`config.mk`:
```
export PLATFORM = sky130hd
export DESIGN_NAME = mem_port_arbiter
export DESIGN_NICKNAME = d
export VERILOG_FILES = /design/src/rtl/mem_port_arbiter.sv
export SDC_FILE = /design/constraint.sdc
export NUM_CORES = 1
export LEC_CHECK = 0
export BUFFER_PORTS_ARGS = -buffer_cell sky130_fd_sc_hd__buf_2
export CAP_MARGIN = 20
export CORE_AREA = 2 2 197 199
export DETAILED_ROUTE_END_ITERATION = 12
export DIE_AREA = 0 0 199 201
export PLACE_DENSITY = 0.66
export SLEW_MARGIN = 10
export SYNTH_ARGS = -nofsm -noshare
export SYNTH_HDL_FRONTEND = slang
export SYNTH_SLANG_ARGS = --single-unit
```
`constraint.sdc`:
```
create_clock -name clk -period 4.51 [get_ports clk]
set_clock_uncertainty 0.2 [all_clocks]
set_input_delay 0.451 -clock clk [delete_from_list [all_inputs] [get_ports clk]]
set_output_delay 0.451 -clock clk [all_outputs]
set_load 0.01 [all_outputs]
```
`src/rtl/mem_port_arbiter.sv`:
```
// Arbitrates the unified memory bus between fetch and the MEM stage,
// with alignment checks, byte-lane steering and bus timeout faults.
module mem_port_arbiter #(
  parameter int MAX_MEM_STREAK = 4,
  parameter int TIMEOUT_CYCLES = 255
) (
  input  logic        clk,
  input  logic        rst_n,
  input  logic        if_req,
  input  logic [63:0] if_addr,
  output logic        if_rvalid,
  output logic [31:0] if_rdata,
  output logic        if_fault,
  input  logic        mem_req,
  input  logic        mem_we,
  input  logic [1:0]  mem_size,
  input  logic [63:0] mem_addr,
  input  logic [63:0] mem_wdata,
  output logic        mem_rvalid,
  output logic [63:0] mem_rdata,
  output logic        mem_lam,
  output logic        mem_laf,
  output logic        mem_sam,
  output logic        mem_saf,
  output logic        mem_stall,
  output logic        bus_req,
  output logic        bus_we,
  output logic [63:0] bus_addr,
  output logic [63:0] bus_wdata,
  output logic [7:0]  bus_wstrb,
  input  logic        bus_rdy,
  input  logic        bus_rvalid,
  input  logic [63:0] bus_rdata,
  input  logic        bus_err
);

  localparam int SW = $clog2(MAX_MEM_STREAK + 1);
  localparam int TW = $clog2(TIMEOUT_CYCLES + 1);

  typedef enum logic [1:0] {IDLE, ADDR, WAIT, RESP} state_t;

  state_t          state_q, state_d;
  logic [SW-1:0]   streak_q;
  logic [TW-1:0]   tmo_q;
  logic            own_mem_q;
  logic            we_q;
  logic [1:0]      size_q;
  logic [2:0]      off_q;
  logic            mis_q;
  logic            fault_q;
  logic            bus_we_q;
  logic [63:0]     bus_addr_q;
  logic [63:0]     bus_wdata_q;
  logic [7:0]      bus_wstrb_q;
  logic [31:0]     if_rdata_q;
  logic [63:0]     mem_rdata_q;

  logic            mem_mis;
  logic            if_mis;
  logic            grant_mem;
  logic            grant_if;
  logic            expire;
  logic            rsp;
  logic            resp;
  logic [7:0]      strb_base;
  logic [63:0]     rd_mask;
  logic [63:0]     rd_lane;

  always_comb begin
    mem_mis   = 1'b0;
    strb_base = 8'h01;
    unique case (mem_size)
      2'd0: begin mem_mis = 1'b0;            strb_base = 8'h01; end
      2'd1: begin mem_mis = mem_addr[0];     strb_base = 8'h03; end
      2'd2: begin mem_mis = |mem_addr[1:0];  strb_base = 8'h0f; end
      2'd3: begin mem_mis = |mem_addr[2:0];  strb_base = 8'hff; end
    endcase
  end

  always_comb begin
    rd_mask = 64'hff;
    unique case (size_q)
      2'd0: rd_mask = 64'h0000_0000_0000_00ff;
      2'd1: rd_mask = 64'h0000_0000_0000_ffff;
      2'd2: rd_mask = 64'h0000_0000_ffff_ffff;
      2'd3: rd_mask = 64'hffff_ffff_ffff_ffff;
    endcase
    rd_lane = (bus_rdata >> {off_q, 3'b000}) & rd_mask;
  end

  assign if_mis    = |if_addr[1:0];
  assign grant_mem = mem_req && (!if_req || streak_q < SW'(MAX_MEM_STREAK));
  assign grant_if  = !grant_mem && if_req;
  assign expire    = (tmo_q == TW'(TIMEOUT_CYCLES - 1));
  assign rsp       = (state_q == WAIT) && bus_rvalid;
  assign resp      = (state_q == RESP);

  always_comb begin
    state_d    = state_q;
    bus_req    = 1'b0;
    if_rvalid  = 1'b0;
    if_fault   = 1'b0;
    mem_rvalid = 1'b0;
    mem_lam    = 1'b0;
    mem_laf    = 1'b0;
    mem_sam    = 1'b0;
    mem_saf    = 1'b0;
    unique case (state_q)
      IDLE: begin
        if (grant_mem)     state_d = mem_mis ? RESP : ADDR;
        else if (grant_if) state_d = if_mis ? RESP : ADDR;
      end
      ADDR: begin
        bus_req = 1'b1;
        if (expire)       state_d = RESP;
        else if (bus_rdy) state_d = WAIT;
      end
      WAIT: begin
        if (bus_rvalid || expire) state_d = RESP;
      end
      RESP: begin
        state_d    = IDLE;
        if_rvalid  = !own_mem_q && !fault_q;
        if_fault   = !own_mem_q && fault_q;
        mem_rvalid = own_mem_q && !fault_q;
        mem_lam    = own_mem_q && mis_q && !we_q;
        mem_sam    = own_mem_q && mis_q && we_q;
        mem_laf    = own_mem_q && fault_q && !mis_q && !we_q;
        mem_saf    = own_mem_q && fault_q && !mis_q && we_q;
      end
    endcase
    mem_stall = rst_n && mem_req && !(resp && own_mem_q);
  end

  always_ff @(posedge clk or negedge rst_n) begin
    if (!rst_n) begin
      state_q     <= IDLE;
      streak_q    <= '0;
      tmo_q       <= '0;
      own_mem_q   <= 1'b0;
      we_q        <= 1'b0;
      size_q      <= 2'd0;
      off_q       <= 3'd0;
      mis_q       <= 1'b0;
      fault_q     <= 1'b0;
      bus_we_q    <= 1'b0;
      bus_addr_q  <= '0;
      bus_wdata_q <= '0;
      bus_wstrb_q <= '0;
      if_rdata_q  <= '0;
      mem_rdata_q <= '0;
    end else begin
      state_q <= state_d;
      unique case (state_q)
        IDLE: begin
          tmo_q <= '0;
          if (grant_mem) begin
            streak_q    <= if_req ? streak_q + SW'(1) : '0;
            own_mem_q   <= 1'b1;
            we_q        <= mem_we;
            size_q      <= mem_size;
            off_q       <= mem_addr[2:0];
            mis_q       <= mem_mis;
            fault_q     <= mem_mis;
            bus_we_q    <= mem_we;
            bus_addr_q  <= {mem_addr[63:3], 3'b000};
            bus_wdata_q <= mem_we ? mem_wdata << {mem_addr[2:0], 3'b000} : '0;
            bus_wstrb_q <= mem_we ? strb_base << mem_addr[2:0] : '0;
          end else if (grant_if) begin
            streak_q    <= '0;
            own_mem_q   <= 1'b0;
            we_q        <= 1'b0;
            size_q      <= 2'd2;
            off_q       <= if_addr[2:0];
            mis_q       <= if_mis;
            fault_q     <= if_mis;
            bus_we_q    <= 1'b0;
            bus_addr_q  <= {if_addr[63:3], 3'b000};
            bus_wdata_q <= '0;
            bus_wstrb_q <= '0;
          end
        end
        ADDR, WAIT: begin
          tmo_q <= tmo_q + TW'(1);
          if (rsp) begin
            fault_q <= bus_err;
            if (own_mem_q) mem_rdata_q <= rd_lane;
            else if_rdata_q <= off_q[2] ? bus_rdata[63:32] : bus_rdata[31:0];
          end else if (expire) begin
            fault_q <= 1'b1;
          end
        end
        RESP: ;
      endcase
    end
  end

  assign bus_we    = bus_we_q;
  assign bus_addr  = bus_addr_q;
  assign bus_wdata = bus_wdata_q;
  assign bus_wstrb = bus_wstrb_q;
  assign if_rdata  = if_rdata_q;
  assign mem_rdata = mem_rdata_q;

endmodule

```
==> results by group, run 1 <==
Global route
  • Met3 GRT Util: 6.69%
  • GR peak layer: met2
  • Vias in the first global route: 13.5k
  • First-pass GRT wire length: 81.7 mm
  • Met1 usage: 31.4%
  • Met2 usage: 45.1%
  • GRT overflow: 0
  • GRT Total Usage: 26.7%
  • Initial antenna violation count: 12
  • Largest net degree at the start of global routing: 152

Timing
  • Final Setup Violations: 0
  • TNS Setup: 0 ns
  • Rel. slew slack: 30.4%
  • Tcrit/Tclk final: 75.0%
  • RSZ-0062 raised after global routing: false
  • Slew @ Worst Pin: 1.04 ns
  • FMAX: 296 MHz
  • Pins Over Slew Limit: 0
  • Hold violation count in the final report: 0
  • Tmin final: 3.38 ns

Clocking
  • Reg clk slew, reported paths: 0.06 ns
  • Post-CTS Resized: 0
  • Num CTS Buffers: 30
  • Root buffer cell: clkbuf_16
  • Post-CTS Repair Setup Buffers: 0
  • Worst-skew pair later-pin latency: 0.59 ns
  • H-tree depth: 1
  • CTS sink cnt: 251
  • CTS tree: yes
  • Worst-case clock buffer depth: 3

Finish
  • Share of post-route cells with drive strength above 1: 33.0%
  • FILL cells: 3488
  • Nets: 2186
  • Area added between synthesis and finish: 39.7%
  • Post-route insts no fill: 2460
  • Final design utilization: 48.8%

Placed design
  • Number of cells after detailed placement: 2259
  • Hpwl dp: 39.1 mm
  • RD Place Congestion: 0.974
  • PortBufs: 504

Die
  • Site Rows: 72
  • Die area: 40000 um2
  • Die height: 201 um
  • Initial core utilization: 34.9%
  • Io pins: 508
  • Die Width: 199 um
  • Core area: 38100 um2

Synthesis
  • Synth Register Bits: 251
  • Gate Count Post-Synth: 1334
  • Primary FF master, synth: dfrtp_1
  • Synth top area cells: dfrtp_1, nand2_1, mux2i_1, mux4_2, o21ai_0
  • Synth area leader: dfrtp_1
  • Netlist Area Pre-Place: 13300 um2
  • Ys async rst share: 100%
  • Syn. warnings: 0
  • Register area share after synthesis: 47.2%
  • Synth cell types: 59
  • Share of the synthesized area in the top cell type: 47.2%
  • Syn Area/Cell: 9.98 um2
  • Number of synthesized flops with an enable pin: 0

Worst setup path
  • Worst Setup EP: bus_addr[6]$_DFFE_PN0P_
  • Data required time at the worst endpoint: 4.80 ns
  • Worst R2R Start: state_q[1]$_DFFE_PN0P_
  • Worst Path Class, Setup: reg2reg
  • Startpoint Class: flip-flop
  • R2R Path End: bus_addr[6]$_DFFE_PN0P_
  • FF-to-FF path depth: 7
  • Worst setup startpoint: state_q[1]$_DFFE_PN0P_
  • Flop2flop setup slack: 1.13 ns
  • CP arrival: 3.67 ns
  • Crit. End Element: flip-flop
  • Crit-path max FO: 47

Detailed routing
  • Drt drc: 0
  • Drt via density: 5.48
  • Routed WL: 54.7 mm
  • WL/cell: 22.2 um
  • Iter 0 DRT Violations: 946
  • DRT Pass-1 Iters: 6
  • Final ANT Viol Nets: 0
  • Vias: 13.5k

Flow run
  • Max-Cap Viols: 0

Pwr
  • Peak VDD IR: 0.355 mV
  • Power Density: 612 nW/um2
  • Lkg Pwr: 9.25 nW

Min path
  • Hold WC Path Type: in2reg

Status
  • Outcome: complete, no violations
[stage by stage]
step	cell area, um2	setup WS [ns]	power (mW)	hold WS [ns]
2_1_floorplan	13300	2.45	6.32	-0.0446
3_3_place_gp	16100	1.34	8.11	0.244
3_5_place_dp	16100	1.22	8.18	0.254
4_1_cts	18500	1.21	11.3	0.00297
5_1_grt	18600	0.893	12.0	0.0226
6_report	18600	1.13	11.4	0.0152
[Yosys cell counts (all sizes together), types with 2 or more instances]
library cell and instances:
nand2 258, dfrtp 251, nor2 100, o21ai 100, mux2i 93, buf 67, a31oi 64, a22o 56
clkbuf 47, mux4 40, nand3 32, a21oi 25, a211oi 22, nor2b 19, a221o 17, a22oi 15
mux2 13, inv 12, a32oi 9, a211o 8, ha 8, o2bb2ai 8, nand2b 7, nor3 7
a21o 6, o31ai 5, and2 4, nand4 4, o221ai 4, or3 4, nor3b 3, o211ai 3
nand3b 2, nor4 2, o21a 2, or4 2
[cell families after synthesis]
family                     count (synthesis)  synth area share, %
and+or+nand+nor                          449                 14.5
AOI/OAI and AO/OA                        352                 18.2
DFF                                      251                 47.2
muxes                                    146                 14.9
buffers and inverters                    126                 4.44
adders and majority gates                  8                0.752
other                                      1               0.0282
xor gates and xnor gates                   1               0.0658
[worst min-delay path by stage]
stage | start | end | slack, ns | cells past startpoint
5_1_grt | bus_rdata[35] | if_rdata[3]$_DFFE_PN0P_ | 0.02 | 3
6_report | bus_err | fault_q$_DFFE_PN0P_ | 0.02 | 3
4_1_cts | bus_rdata[13] | if_rdata[13]$_DFFE_PN0P_ | 0.003 | 3
2_1_floorplan | rst_n | bus_addr[10]$_DFFE_PN0P_ | -0.04 | 0
3_3_place_gp | rst_n | mem_rdata[7]$_DFFE_PN0P_ | 0.24 | 1
3_5_place_dp | rst_n | mem_rdata[22]$_DFFE_PN0P_ | 0.25 | 1
[metal layers]
metal | share of wire (%) | vias to the layer above
met4 | 5.3 | 12
met2 | 48 | 739
met1 | 37 | 6557
met3 | 9.6 | 148
li1 | - | 6024
met5 | 0.15 | -
[layout make-up]
class	instances	area, um2	area share, %
Antenna cell	8	20.0	0.108
Clock buffer	44	903	4.86
Clock inverter	10	141	0.760
Inverter	12	45.0	0.242
Multi-Input combinational cell	959	6470	34.8
Sequential cell	251	6280	33.8
Tap cell	518	648	3.48
Timing Repair Buffer	658	4080	22.0
[registers in the layout, indices dropped and copies added, names as in the netlist, 2 cells and up]
register,flops
bus_addr,61
bus_wdata,64
bus_wstrb,8
if_rdata,32
mem_rdata,64
off_q,3
size_q,2
state_q,2
streak_q,3
tmo_q,8
[power by group]
group	switching (mW)	total (mW)	internal [mW]
Clock	1.02	2.57	1.55
Sequential	0.687	3.80	3.11
Combinational	2.74	5.03	2.29
Total	4.44	11.4	6.95
[cell usage in the layout (no fill, tap or decap), drive strengths merged, types with 8 or more instances in the layout]
master | synthesis | routed
buf | 67 | 521
nand2 | 258 | 258
dfrtp | 251 | 251
dlygate4sd3 | 0 | 137
o21ai | 100 | 100
nor2 | 100 | 100
mux2i | 93 | 93
a31oi | 64 | 64
a22o | 56 | 56
clkbuf | 47 | 44
mux4 | 40 | 40
nand3 | 32 | 32
a21oi | 25 | 25
a211oi | 22 | 22
nor2b | 19 | 19
a221o | 17 | 17
a22oi | 15 | 15
mux2 | 13 | 13
inv | 12 | 12
a32oi | 9 | 9
diode | 0 | 8
o2bb2ai | 8 | 8
a211o | 8 | 8
ha | 8 | 8
[critical path: stages, from the launching register on]
cell	delay [ns]
dfrtp_1	0.42
inv_1	0.12
ha_1	0.52
o21a_4	0.53
buf_4	0.50
nor2_1	0.14
a31oi_1	0.22
dlygate4sd3_1	0.59
[timing repair]
item / 4_1_cts / 5_1_grt
hold buffers: 137 / 0
endpoints found under the hold margin: 155 / 0
endpoints found under the setup margin: 0 / 0
Power figures use the tool's default switching activity.
==> run 2, diff against run 1 <==
ABC_AREA = 1   (was not set)
CORE_AREA = 2 2 195 197   (was 2 2 197 199)
DIE_AREA = 0 0 197 199   (was 0 0 199 201)
PLACE_DENSITY = 0.7   (was 0.66)
clock period = 3.1 ns   (was 4.51 ns; I/O delays follow)
==> results by group, run 2 <==
Timing
  • Rel. slew slack: 37.9%
  • TNS Setup: 0 ns
  • Tcrit/Tclk final: 93.2%
  • Slew @ Worst Pin: 0.930 ns
  • Pins Over Slew Limit: 0
  • Hold violation count in the final report: 0
  • RSZ-0062 raised after global routing: false
  • Tmin final: 2.89 ns
  • FMAX: 346 MHz
  • Final WS setup: 0.209 ns
  • Final Setup Violations: 0
  • Hold_ws: 0.0186 ns

Pwr
  • Internal power: 10.4 mW
  • Reg power frac: 30.5%
  • Switching Share: 42.6%
  • Lkg Pwr: 10.6 nW
  • Comb pwr share: 49.4%
  • NetSw: 7.75 mW
  • Power Density: 912 nW/um2
  • Clock network fraction of total power: 20.0%
  • Peak VDD IR: 0.479 mV

Synthesis
  • Netlist Area Pre-Place: 13800 um2
  • Syn Area/Cell: 6.99 um2
  • Synth Register Bits: 251
  • Syn. warnings: 0
  • Ys async rst share: 100%
  • Synth area leader: dfrtp_1
  • Synth cell types: 36
  • Most frequent cell after synthesis: nand2_1
  • Synth top area cells: dfrtp_1, nand2_1, nand3_1, a31oi_1, nor2_1
  • Gate Count Post-Synth: 1970
  • Register area share after synthesis: 45.6%
  • Post-synth top cells: nand2_1, dfrtp_1, nand3_1, nor2_1, a31oi_1
  • Share of the synthesized area in the top cell type: 45.6%
  • Number of synthesized flops with an enable pin: 0
  • Primary FF master, synth: dfrtp_1

Clocking
  • Num CTS Buffers: 29
  • Worst-case clock buffer depth: 3
  • CTS sink cnt: 251
  • Reg clk slew, reported paths: 0.06 ns
  • Root buffer cell: clkbuf_16
  • CTS tree: yes
  • Worst-skew pair later-pin latency: 0.56 ns
  • H-tree depth: 1

Worst setup path
  • Worst path slowest cell: dlygate4sd3_1
  • Data required time at the worst endpoint: 3.39 ns
  • Worst Path Class, Setup: reg2reg
  • Crit path buf inv count: 3
  • Crit-path max cell delay: 0.58 ns
  • Crit-path max FO: 64
  • Crit. End Element: flip-flop
  • Critical path's top delay family: buffers and inverters
  • CP arrival: 3.18 ns
  • Startpoint Class: flip-flop
  • CP Cell Sequence: inv_1 > ha_1 > nand2_1 > nor2_4 > buf_4 > nor2_1 > a31oi_1 > dlygate4sd3_1

Placed design
  • DP Area: 16600 um2
  • Setup WS pre-CTS: 0.677 ns
  • Hpwl dp: 43.4 mm
  • PortBufs: 504
  • RD Place Congestion: 0.972

Detailed routing
  • Vias: 16.8k
  • Final ANT Viol Nets: 0
  • Iter 0 DRT Violations: 1455
  • WL/cell: 19.8 um
  • DRT Pass-1 Iters: 6
  • Routed WL: 62.1 mm
  • Drt drc: 0
  • Drt via density: 5.38

Finish
  • Nets: 2907
  • Design Area, Final: 19900 um2
  • Area added between synthesis and finish: 44.6%
  • Share of post-route cells with drive strength above 1: 22.9%
  • Most frequent cells in the layout: nand2_1, buf_2, dfrtp_1
  • Most common cell after layout, fill and taps aside: nand2_1

Status
  • Outcome: complete, no violations

Global route
  • Vias in the first global route: 16.3k
  • Initial antenna violation count: 5
  • GRT overflow: 0
  • Largest net degree at the start of global routing: 115
  • First-pass GRT wire length: 92.3 mm
  • GRT Total Usage: 30.4%

Min path
  • Hold WC Path Type: in2reg

Die
  • Site Rows: 71
  • Io pins: 508
  • Die area: 39200 um2
  • Die Width: 197 um
  • Die height: 199 um
  • Initial core utilization: 37.1%
  • Core area: 37100 um2

Flow run
  • Max-Cap Viols: 0
==> run 2: area by class of cell <==
type | instances | area, um2
Antenna cell | 3 | 7.51
Tap cell | 474 | 593
Timing Repair Buffer | 763 | 5100
Clock buffer | 38 | 820
Clock inverter | 15 | 188
Multi-Input combinational cell | 1535 | 6730
Sequential cell | 251 | 6280
Fill cell | 3551 | 17200
Inverter | 53 | 201
==> run 2: power by group through the flow <==
stage / registers [mW] / logic (mW) / clock network, mW
after floorplan: 5.90 / 3.87 / 0
after global placement: 5.49 / 7.33 / 0
after detailed placement: 5.49 / 7.49 / 0
after CTS: 5.47 / 8.75 / 3.69
after global routing: 5.66 / 9.74 / 3.82
final: 5.54 / 8.99 / 3.64
==> run 2: layer usage <==
metal	global-route usage, %	routed length, um	vias to the layer above
met5	0	27	-
met4	17.3	3820	4
met3	6.73	5830	216
met2	50.8	29500	1011
met1	36.3	22900	7871
li1	-	-	7736
==> run 2: repair_timing <==
item,in CTS,in global routing
endpoints found under the setup margin,0,0
hold buffers,231,0
gates resized for setup,0,0
buffers inserted,0,0
endpoints found under the hold margin,391,0
==> run 2: cell families (layout without fill, tap and decap cells) <==
family / after synthesis / in the layout / share of synthesized area, %
fa+ha+maj: 8 / 8 / 0.727
flops: 251 / 251 / 45.6
xor+xnor: 1 / 1 / 0.0636
other cells: 1 / 6 / 0.0272
buf+inv: 186 / 869 / 5.70
simple gates: 1284 / 1284 / 37.8
compound gates: 239 / 239 / 10.1
==> run 2: worst min-delay path: cells and delay by family <==
family / cells / cell delay, ns
buffers and inverters: 1 / 0.08
and+or+nand+nor: 6 / 0.34
==> run 2: worst paths after layout <==
kind,start,to,slack (ns),depth (start not counted)
hold / removal,mem_wdata[60],bus_wdata[60]$_DFFE_PN0P_,0.02,7
setup reg to reg,state_q[0]$_DFFE_PN0P_,if_rdata[6]$_DFFE_PN0P_,0.21,8
setup / recovery,state_q[0]$_DFFE_PN0P_,if_rdata[6]$_DFFE_PN0P_,0.21,8
hold reg to reg,mem_rdata[18]$_DFFE_PN0P_,mem_rdata[18]$_DFFE_PN0P_,0.28,2
max in group asynchronous,rst_n,bus_wdata[1]$_DFFE_PN0P_,1.67,3
min in group asynchronous,rst_n,mem_rdata[20]$_DFFE_PN0P_,0.04,2
==> run 2: through the flow <==
stage          instances  util, %  power [mW]
6_report            3132     53.7        18.2
5_1_grt             3130     53.7        19.2
4_1_cts             3129     53.6        17.9
3_5_place_dp        2845     44.7        13.0
3_3_place_gp        2845     44.7        12.8
2_1_floorplan       1972        -        9.77
==> run 3, diff against run 2 <==
==> constraint.sdc (replaced) <==
create_clock -name clk -period 3.1 [get_ports clk]
set_clock_uncertainty 0.2 [all_clocks]
set_input_delay 0.465 -clock clk [delete_from_list [all_inputs] [get_ports clk]]
set_output_delay 0.465 -clock clk [all_outputs]
set_load 0.01 [all_outputs]
==> results by group, run 3 (same netlist as run 2, synthesis figures left out) <==
Pwr
  • Power Density: 918 nW/um2
  • Reg power frac: 31.3%
  • Comb pwr share: 48.2%
  • Peak VDD IR: 0.556 mV
  • Lkg Pwr: 10.2 nW
  • Internal power: 10.1 mW
  • Clock network fraction of total power: 20.5%
  • NetSw: 7.56 mW
  • Switching Share: 42.9%

Worst setup path
  • Worst Path Class, Setup: reg2reg
  • Startpoint Class: flip-flop
  • CP Cell Sequence: inv_1 > ha_1 > nand2_1 > nor2_4 > buf_4 > nor2_1 > a31oi_1 > dlygate4sd3_1
  • Crit-path max FO: 64
  • Crit path buf inv count: 3
  • CP arrival: 3.12 ns
  • Crit-path max cell delay: 0.58 ns
  • Crit. End Element: flip-flop
  • Data required time at the worst endpoint: 3.39 ns
  • Worst path slowest cell: dlygate4sd3_1
  • Critical path's top delay family: buffers and inverters

Flow run
  • Max-Cap Viols: 0

Global route
  • Largest net degree at the start of global routing: 103
  • GRT overflow: 0
  • First-pass GRT wire length: 89.7 mm
  • Initial antenna violation count: 7
  • Vias in the first global route: 15.7k
  • GRT Total Usage: 29.7%

Finish
  • Area added between synthesis and finish: 39.4%
  • Post-route insts no fill: 3055
  • Share of post-route cells with drive strength above 1: 23.5%
  • Most frequent cells in the layout: nand2_1, buf_2, dfrtp_1
  • Register area: 6280 um2
  • Nets: 2833
  • Most common cell after layout, fill and taps aside: nand2_1
  • FILL cells: 3559
  • Area occupied by multi-input gates: 6730 um2

Clocking
  • CTS sink cnt: 251
  • Num CTS Buffers: 29
  • Worst-case clock buffer depth: 3
  • H-tree depth: 1
  • Root buffer cell: clkbuf_16
  • Post-CTS Repair Setup Buffers: 0
  • Reg clk slew, reported paths: 0.06 ns
  • Worst-skew pair later-pin latency: 0.56 ns
  • CTS tree: yes

Timing
  • Tcrit/Tclk final: 91.2%
  • Final Setup Violations: 0
  • TNS Setup: 0 ns
  • Pins Over Slew Limit: 0
  • Rel. slew slack: 43.6%
  • Slew @ Worst Pin: 0.846 ns
  • FMAX: 354 MHz
  • Tmin final: 2.83 ns
  • RSZ-0062 raised after global routing: false
  • Hold violation count in the final report: 0

Placed design
  • Hpwl dp: 43.1 mm
  • Number of cells after detailed placement: 2843
  • RD Place Congestion: 0.970
  • PortBufs: 504

Detailed routing
  • Vias: 16.4k
  • Drt drc: 0
  • DRT Pass-1 Iters: 6
  • Final ANT Viol Nets: 0
  • Iter 0 DRT Violations: 1465
  • Drt via density: 5.38
  • WL/cell: 19.8 um
  • Routed WL: 60.5 mm

Die
  • Core area: 37100 um2
  • Die area: 39200 um2
  • Initial core utilization: 37.1%
  • Site Rows: 71
  • Io pins: 508
  • Die Width: 197 um
  • Die height: 199 um

Status
  • Outcome: complete, no violations

Min path
  • Hold WC Path Type: in2reg
run 3: power by group through the flow:
stage	sequential, mW	clock (mW)	combinational, mW
final	5.52	3.61	8.50
after global routing	5.65	3.80	9.31
after CTS	5.47	3.67	8.37
after detailed placement	5.49	0	7.49
after global placement	5.47	0	7.37
after floorplan	5.90	0	3.87
run 3: what timing repair did:
action	4_1_cts	5_1_grt
resized for setup	0	0
endpoints found under the hold margin	345	0
hold buffers	159	0
run 3: per-stage QoR:
stage | setup slack, ns | util (%) | hold slack, ns | instance area (um2) | power, mW
3_3_place_gp | 0.701 | 44.7 | 0.259 | 16600 | 12.8
3_5_place_dp | 0.534 | 44.7 | 0.259 | 16600 | 13.0
6_report | 0.273 | 51.7 | 0.0133 | 19200 | 17.6
5_1_grt | 0.0890 | 51.7 | 0.0152 | 19200 | 18.8
4_1_cts | 0.344 | 51.7 | 0.000447 | 19200 | 17.5
2_1_floorplan | 1.23 | - | -0.0306 | 13800 | 9.77
run 3: final timing paths:
path	start	to	slack (ns)	cells past startpoint
setup / recovery	state_q[0]$_DFFE_PN0P_	if_rdata[20]$_DFFE_PN0P_	0.27	8
hold / removal	bus_rdata[8]	if_rdata[8]$_DFFE_PN0P_	0.01	3
setup reg to reg	state_q[0]$_DFFE_PN0P_	if_rdata[20]$_DFFE_PN0P_	0.27	8
hold reg to reg	mem_rdata[26]$_DFFE_PN0P_	mem_rdata[26]$_DFFE_PN0P_	0.28	2
max in group asynchronous	rst_n	if_rdata[30]$_DFFE_PN0P_	1.74	3
min in group asynchronous	rst_n	mem_rdata[8]$_DFFE_PN0P_	0.38	3
run 3: metal layers:
layer	wire, um	vias up	track usage, %
met3	5540	211	7.10
met4	3540	10	15.7
met5	66	-	0
met1	22400	7657	35.4
li1	-	7599	-
met2	29000	958	50.0
run 3: area by class of cell:
| class | instances | share of cell area [%] |
|---|---|---|
| multi-input combinational | 1535 | 35.1 |
| clock buffer | 36 | 4.18 |
| inverter | 53 | 1.05 |
| timing repair buffer | 689 | 22.9 |
| sequential | 251 | 32.7 |
| tap | 474 | 3.09 |
| clock inverter | 15 | 0.997 |
| antenna | 2 | 0.0261 |
run 3: worst register-to-register path: cells and delay by family, from the launching register on:
kind / cells / cell delay (ns)
compound gates: 1 / 0.18
flops: 1 / 0.43
fa+ha+maj: 1 / 0.41
buf+inv: 3 / 1.18
simple gates: 3 / 0.36
